[src/rtl/idma_credit_pkg.sv]
// Shared types and helpers for the credit-based stream transmit/receive ends.
package idma_credit_pkg;

    // Remote occupancy as seen by the transmitter
    typedef enum logic [1:0] {
        IDLE,
        ACTIVE,
        BLOCKED
    } credit_state_e;

    // Counter width able to hold every value 0..depth
    function automatic int unsigned cnt_width(input int unsigned depth);
        return $clog2(depth + 1);
    endfunction

endpackage

[src/rtl/idma_credit_counter.sv]
// Up/down credit counter that saturates at Max and flags a sticky overflow.
// The increment and decrement may coincide and then cancel.
module idma_credit_counter
    import idma_credit_pkg::*;
#(
    parameter int unsigned Max   = 8,
    parameter int unsigned Width = cnt_width(Max)
) (
    input  logic             clk,
    input  logic             rst,
    input  logic             clr,
    input  logic             dec,
    input  logic             inc,
    output logic [Width-1:0] cnt,
    output logic [Width-1:0] cnt_next,
    output logic             ovf
);

    localparam logic [Width-1:0] Full = Width'(Max);

    logic ovf_set;

    // Next count: clear restores full credits, a lone increment at full saturates
    always_comb begin
        cnt_next = cnt;
        ovf_set  = 1'b0;
        if (clr) begin
            cnt_next = Full;
        end else if (inc && !dec) begin
            if (cnt == Full) ovf_set = 1'b1;
            else             cnt_next = cnt + Width'(1);
        end else if (dec && !inc) begin
            cnt_next = cnt - Width'(1);
        end
    end

    // Count register; overflow flag survives clear and drops only on reset
    always_ff @(posedge clk) begin
        if (rst) begin
            cnt <= Full;
            ovf <= 1'b0;
        end else begin
            cnt <= cnt_next;
            if (ovf_set) ovf <= 1'b1;
        end
    end

endmodule

[src/rtl/idma_stream_credit_tx.sv]
// Credit-based transmit end toward a remote stream FIFO of depth Depth.
// Optional macro IDMA_CREDIT_TX_CREDIT_REG_EN registers credit_i before the
// counter to ease timing on long return wires (one extra cycle of latency).
module idma_stream_credit_tx
    import idma_credit_pkg::*;
#(
    parameter int unsigned Depth    = 32'd8,
    parameter type         type_t   = logic,
    parameter int unsigned CntWidth = cnt_width(Depth)
) (
    input  logic                clk_i,
    input  logic                rst_i,
    input  logic                flush_i,
    input  type_t               data_i,
    input  logic                valid_i,
    output logic                ready_o,
    output type_t               data_o,
    output logic                valid_o,
    input  logic                credit_i,
    output logic [CntWidth-1:0] credits_o,
    output logic                busy_o,
    output logic                err_o
);

    localparam logic [CntWidth-1:0] Full = CntWidth'(Depth);

    logic                send;
    logic                credit_eff;
    logic [CntWidth-1:0] credits_next;
    credit_state_e       state_q, state_d;

    // Ready only looks at the registered count, so no credit_i -> ready_o path
    assign ready_o = (credits_o != '0) && !flush_i;
    assign send    = valid_i && ready_o;

`ifdef IDMA_CREDIT_TX_CREDIT_REG_EN
    logic credit_q;

    // Retime the returned credit; a credit arriving during flush is dropped
    always_ff @(posedge clk_i) begin
        if (rst_i || flush_i) credit_q <= 1'b0;
        else                  credit_q <= credit_i;
    end

    assign credit_eff = credit_q;
`else
    assign credit_eff = credit_i && !flush_i;
`endif

    idma_credit_counter #(
        .Max   (Depth),
        .Width (CntWidth)
    ) i_counter (
        .clk      (clk_i),
        .rst      (rst_i),
        .clr      (flush_i),
        .dec      (send),
        .inc      (credit_eff),
        .cnt      (credits_o),
        .cnt_next (credits_next),
        .ovf      (err_o)
    );

    // Registered push toward the remote FIFO; data holds between pushes
    always_ff @(posedge clk_i) begin
        if (rst_i) begin
            valid_o <= 1'b0;
            data_o  <= '0;
        end else begin
            valid_o <= send;
            if (send) data_o <= data_i;
        end
    end

    // State register
    always_ff @(posedge clk_i) begin
        if (rst_i) state_q <= IDLE;
        else       state_q <= state_d;
    end

    // Next state tracks the credit count the counter is about to hold
    always_comb begin
        state_d = state_q;
        if (flush_i)                  state_d = IDLE;
        else if (credits_next == '0)  state_d = BLOCKED;
        else if (credits_next == Full) state_d = IDLE;
        else                          state_d = ACTIVE;
    end

    assign busy_o = (state_q != IDLE);

endmodule

[config.mk]
export PLATFORM = sky130hd
export DESIGN_NAME = idma_stream_credit_tx
export DESIGN_NICKNAME = d
export VERILOG_FILES = /design/src/rtl/idma_credit_pkg.sv /design/src/rtl/idma_credit_counter.sv /design/src/rtl/idma_stream_credit_tx.sv
export SDC_FILE = /design/constraint.sdc
export NUM_CORES = 1
export LEC_CHECK = 0
export ABC_AREA = 1
export CAP_MARGIN = 20
export CORE_UTILIZATION = 44
export DETAILED_ROUTE_END_ITERATION = 16
export GPL_ROUTABILITY_DRIVEN = 1
export PLACE_DENSITY = 0.73
export SLEW_MARGIN = 20
export SYNTH_ARGS = -nofsm -noshare
export SYNTH_HDL_FRONTEND = slang
export SYNTH_HIERARCHICAL = 1
export SYNTH_SLANG_ARGS = --single-unit
export TNS_END_PERCENT = 5
[constraint.sdc]
create_clock -name clk_i -period 1.8 [get_ports clk_i]
set_input_delay 0.54 -clock clk_i [delete_from_list [all_inputs] [get_ports clk_i]]
set_output_delay 0.54 -clock clk_i [all_outputs]
set_load 0.01 [all_outputs]
# After elaboration in Yosys (flattened, before gate mapping)
# Index checks and enable logic that the tools add are counted.
word_totals:
  register_bits: 9
  input_bits: 6
  out_inout_bits: 9
  word_cells: 32
op_classes:
  addsub: 2
  n_eq_ne: 2
  n_mux: 9
  n_reduce_logical: 13
ops:
  columns: ["op", "count"]
  rows:
  - ["two-way mux 4 bit", 4]
  - ["equality test 4 bit, second input constant", 2]
  - ["logical AND 1 bit", 5]
  - ["adder 4 x 1 -> 4 bit, second input constant", 1]
  - ["logical NOT 4 bit", 1]
  - ["two-way mux 1 bit", 4]
  - ["nonzero test 4 bit", 1]
  - ["subtractor 4 x 1 -> 4 bit, second input constant", 1]
  - ["logical NOT 1 bit", 3]
  - ["OR reduction 3 bit", 1]
  - ["two-way mux 2 bit", 1]
  - ["nonzero test 2 bit", 1]
  - ["OR reduction 2 bit", 1]

# Logic depth before layout (Yosys ltp)
depth:
  word_depth: 10
  mapped_depth: 14

# Hierarchy
# The synthesis kept the hierarchy.
by_module_without_submodules:
  columns: ["module", "n_inst", "cells_per_inst", "area_each_um2", "seq_area_each_um2"]
  rows:
  - ["idma_credit_counter", 1, 60, 399.1, 100.1]
  - ["idma_stream_credit_tx", 1, 28, 193.9, 80.1]

# Least setup slack after synthesis
# OpenSTA, ideal clock, no wires.
synth_timing:
  path_kind: "input port to flip-flop"
  from: "input credit_i"
  to: "register state_q[1]"
  setup_ns: 0.072
  arrival_ns: 1.601
  required_time_ns: 1.728
  slack_ns: 0.126
  cell_stages: 9
  path_cell_list: "inv_1 -> nor2_1 -> inv_1 -> nand3_1 -> nand2_1 -> nor2_1 -> nor2_1 -> nor3_1 -> nor3b_2"
synth_via:
  elab_chain_len: 8
  elab_cells_between_ends: 9
  classes_between: "4 x mux; 5 x reduce/logical"
synth_rtl:
  columns: ["element", "line_no", "source"]
  rows:
  - ["start: declaration", "idma_stream_credit_tx.sv:19", "input logic credit_i,"]
  - ["logical AND 1 bit *", "idma_stream_credit_tx.sv:47", "assign credit_eff = credit_i && !flush_i;"]
  - ["via credit_eff", "idma_stream_credit_tx.sv:28", "logic credit_eff;"]
  - ["logical NOT 1 bit", "idma_credit_counter.sv:32", "end else if (dec && !inc) begin"]
  - ["logical AND 1 bit", "idma_credit_counter.sv:32", null]
  - ["two-way mux 4 bit", "idma_credit_counter.sv:32", null]
  - ["two-way mux 4 bit *", "idma_credit_counter.sv:29", "end else if (inc && !dec) begin"]
  - ["two-way mux 4 bit *", "idma_credit_counter.sv:27", "if (clr) begin"]
  - ["via credits_next[2]", "idma_stream_credit_tx.sv:29", "logic [CntWidth-1:0] credits_next;"]
  - ["logical NOT 4 bit *", "idma_stream_credit_tx.sv:85", "else if (credits_next == '0) state_d = BLOCKED;"]
  - ["two-way mux 2 bit *", "idma_stream_credit_tx.sv:85", null]
  - ["end signal: assignment", "idma_stream_credit_tx.sv:78", "else state_q <= state_d;"]
  - ["end: declaration", "idma_stream_credit_tx.sv:30", "credit_state_e state_q, state_d;"]
# The timed path passes the listed nets; every way through them passes the cells marked *.
# A chain may end at the register's enable or synchronous reset.

# Worst setup path after layout
layout_timing:
  from: "input flush_i"
  to: "register state_q[1]"
layout_via:
  elab_chain_len: 9
  elab_cells_between_ends: 14
  classes_between: "4 x mux; 10 x reduce/logical"
layout_rtl:
  columns: ["element", "line_no", "source"]
  rows:
  - ["start: declaration", "idma_stream_credit_tx.sv:13", "input logic flush_i,"]
  - ["logical NOT 1 bit *", "idma_stream_credit_tx.sv:33", "assign ready_o = (credits_o != '0) && !flush_i;"]
  - ["logical AND 1 bit *", "idma_stream_credit_tx.sv:33", null]
  - ["logical AND 1 bit *", "idma_stream_credit_tx.sv:34", "assign send = valid_i && ready_o;"]
  - ["via send", "idma_stream_credit_tx.sv:27", "logic send;"]
  - ["logical AND 1 bit or logical NOT 1 bit (tied branches)", "idma_credit_counter.sv:32, idma_credit_counter.sv:29", null]
  - ["two-way mux 4 bit or logical AND 1 bit (tied branches)", "idma_credit_counter.sv:32, idma_credit_counter.sv:29", null]
  - ["two-way mux 4 bit *", "idma_credit_counter.sv:29", null]
  - ["two-way mux 4 bit *", "idma_credit_counter.sv:27", null]
  - ["via credits_next[3]", "idma_stream_credit_tx.sv:29", null]
  - ["logical NOT 4 bit *", "idma_stream_credit_tx.sv:85", null]
  - ["two-way mux 2 bit *", "idma_stream_credit_tx.sv:85", null]
# Marks and branches as above.

==> flow_metrics.tcl <==
set metrics [dict create \
    cp_cell_sequence "dlygate4sd2_1 > inv_2 > nand3_2 > inv_2 > inv_2 > nand2_4 > inv_4 > buf_4 > buf_4 > a21oi_2 > nand2_1 > nor3b_2" \
    cts_buffer_depth 2 \
    clk_pin_slew_ns 0.06 \
    yosysWarnings 6 \
    max-vdd-ir-drop_v 0.000484 \
    hold_depth 1 \
    syn_inst 88 \
    syn_area_per_cell_um2 6.74 \
    final.setup_skew_ns 0.00163 \
    p_leak_nw 0.516 \
    htreeDepth 1 \
    cellPowerDensity_nw_per_um2 589 \
    min_period_over_period_pct 95.3 \
    layout-drive-gt1-share_pct 38.9 \
    reg2regPathDepth 12 \
    dpl.hpwl_mm 1.15 \
    drtPass1Iterations 4 \
    hp-start "i_counter/ovf" \
    place_area_um2 886 \
    max_stage_delay_ns 0.27 \
    antenna_found_initial 0 \
    core_um2 1170 \
    endpoint_kind "flop" \
    gp_congestion 0.861 \
    wire_per_inst_um 10.5 \
    syn2layout_area_growth_pct 57.0 \
    dieWidth_um 38.7 \
    hold_end "i_counter/ovf" \
    report.final.slew_viol_count 0 \
    synth_fp_nets 96 \
    fin_nets 135 \
    slowest_stage "dlygate4sd2_1" \
    dp_cells 134 \
    max_freq_mhz 583 \
    yosysMostFrequentCell "inv_1" \
    place.port_buffers 14 \
    dieArea_um2 1500 \
    ys_ff_latch 9 \
    cts-root-buf "clkbuf_4" \
    io_pins 15 \
    synth_area_leaders "dfxtp_1 30%, inv_1 10%, nand2_1 9.5%, nor2_1 8.9%, nand2_2 5.3%" \
    setup_viol 0 \
    drtIter0Drc 15 \
    place_worst_setup_slack_ns -0.504 \
    max_cap_violations 0 \
    cp_common_cell "inv_2" \
    cp_top_family "buffers and inverters" \
    arrival_ns 1.91 \
    ys_types 19 \
    grt_pass1_vias 600 \
    cts_tree "built" \
    worst-path-buf-inv 7 \
    clk_latency_ns 0.26 \
    timing.final.ws_setup_ns 0.0849 \
    die_h_um 38.7 \
    critPathMaxFanout 4 \
    status "finished clean" \
    yosys-top-cells-count "16 x inv_1, 15 x nand2_1, 14 x nor2_1" \
    start_util_pct 50.6 \
    dominantRegCellSynth "dfxtp_1" \
    design_area_um2 931 \
    start_kind "input pin" \
    synth_area_um2 593 \
    final_cells 140 \
    drt_wl_total_mm 1.47 \
    drc 0 \
    hold-worst-slack_ns 0.478 \
    postCtsHoldBufs 0 \
    r2r_start "i_counter/cnt[1]" \
    relSlewSlack_pct 81.6 \
    row_count 12 \
    routed-via-count 650 \
    final_hold_viol_count 0 \
    r2r-end "state_q[1]" \
    antennaDiodeCount 0 \
    synth_top_cell_area_share_pct 30.4 \
    crit_type "in -> reg" \
    worstMarginPinSlew_ns 0.276 \
    ant_nets 0 \
    hold_class "reg -> reg" \
    clock-sinks 9 \
    grt_start_max_net_pins 8 \
    overflow 0 \
    async_flop_share_pct 0 \
    via_per_inst 4.64 \
    grt_pass1_wl_mm 2.44 \
    synth_edf_count 0 \
    rsz0062_at_grt "yes" \
    r2r_slack_ns 0.19 \
    required_ns 1.99 \
    cts_made_buffers 3 \
    yosys.area.top_type "dfxtp_1" \
    fill_cells 88 \
    grt_usage_pct 24.2 \
    period_minus_slack_ns 1.72 \
    ys_seq_area_share_pct 30.4 \
]
[worst register-to-register path, delay by kind of cell, from the launching register on]
family | cells | cell delay [ns]
simple gates | 8 | 0.83
fa+ha+maj | 1 | 0.15
flops | 1 | 0.31
buf+inv | 3 | 0.26
[area by class of cell]
type                       instances  area (µm²)  share of cell area, %
multi-input combinational         60         349                   37.5
clock buffer                       4        26.3                   2.82
timing repair buffer              34         283                   30.4
sequential                         9         181                   19.5
inverter                          19        73.8                   7.93
tap                               14        17.5                   1.88
[through the flow]
| step | power (mW) | TNS, ns | util, % |
|---|---|---|---|
| after global placement | 0.389 | -2.26 | 75.6 |
| after floorplan | 0.305 | 0 | - |
| after global routing | 0.583 | -0.0165 | 79.5 |
| after CTS | 0.549 | -0.0157 | 78.2 |
| final | 0.548 | 0 | 79.5 |
| after detailed placement | 0.393 | -2.40 | 75.6 |
[placed cells by master (no fill, tap or decap)]
master / count
nand2_2: 5
nand2_1: 15
clkbuf_2: 1
dfxtp_2: 1
nor2_2: 3
nand2_4: 2
dfxtp_1: 8
o211ai_1: 1
nor2_1: 13
buf_4: 20
inv_2: 5
or2_2: 1
clkbuf_1: 1
nor3b_2: 1
nor3_1: 1
inv_4: 1
nand4_1: 3
inv_1: 13
clkdlybuf4s50_1: 5
dlymetal6s2s_1: 2
dlygate4sd2_1: 6
ha_1: 2
a21oi_2: 1
nand3_2: 3
nor3_2: 2
o21a_1: 1
nand3_1: 6
clkbuf_4: 3
[logic make-up after synthesis]
group | after synthesis | share of synthesized area (%)
and+or+nand+nor | 55 | 49.4
buffers and inverters | 19 | 12.0
DFF | 9 | 30.4
AOI/OAI and AO/OA | 3 | 4.01
adders and majority gates | 2 | 4.22
[flip-flops by register name (all words and copies together), names as in the netlist]
name	count
data_o	1
i_counter/cnt	4
i_counter/ovf	1
state_q	2
valid_o	1
[how the worst max path moves through the flow]
stage               startpoint         end  slack (ns)  cells after the start
CTS                   credit_i  state_q[1]       -0.02                     11
finish                 flush_i  state_q[1]        0.08                     12
global placement       flush_i     ready_o       -0.47                      5
detailed placement     flush_i     ready_o       -0.50                      5
floorplan             credit_i  state_q[1]        0.13                      9
global route           flush_i  state_q[1]       -0.02                     12
[routing by layer]
layer | track usage [%] | wire length [µm] | vias to the layer above
li1 | - | - | 349
met5 | 0 | 0 | -
met2 | 43.3 | 707 | 6
met3 | 8.67 | 45 | 0
met1 | 28.1 | 716 | 295
met4 | 2.59 | 0 | 0
[power breakdown]
| part | internal, mW | switching (mW) | leakage, nW |
|---|---|---|---|
| Sequential | 0.209 | 0.00525 | 0.0739 |
| Combinational | 0.0891 | 0.0881 | 0.427 |
| Clock | 0.0855 | 0.0713 | 0.0150 |
[timing repair]
item / in CTS / in global routing
pin swaps: 2 / 6
endpoints found under the hold margin: 0 / 0
gates resized for setup: 13 / 5
buffers inserted: 0 / 2
setup endpoints to repair: 9 / 4
Power figures use the tool's default switching activity.
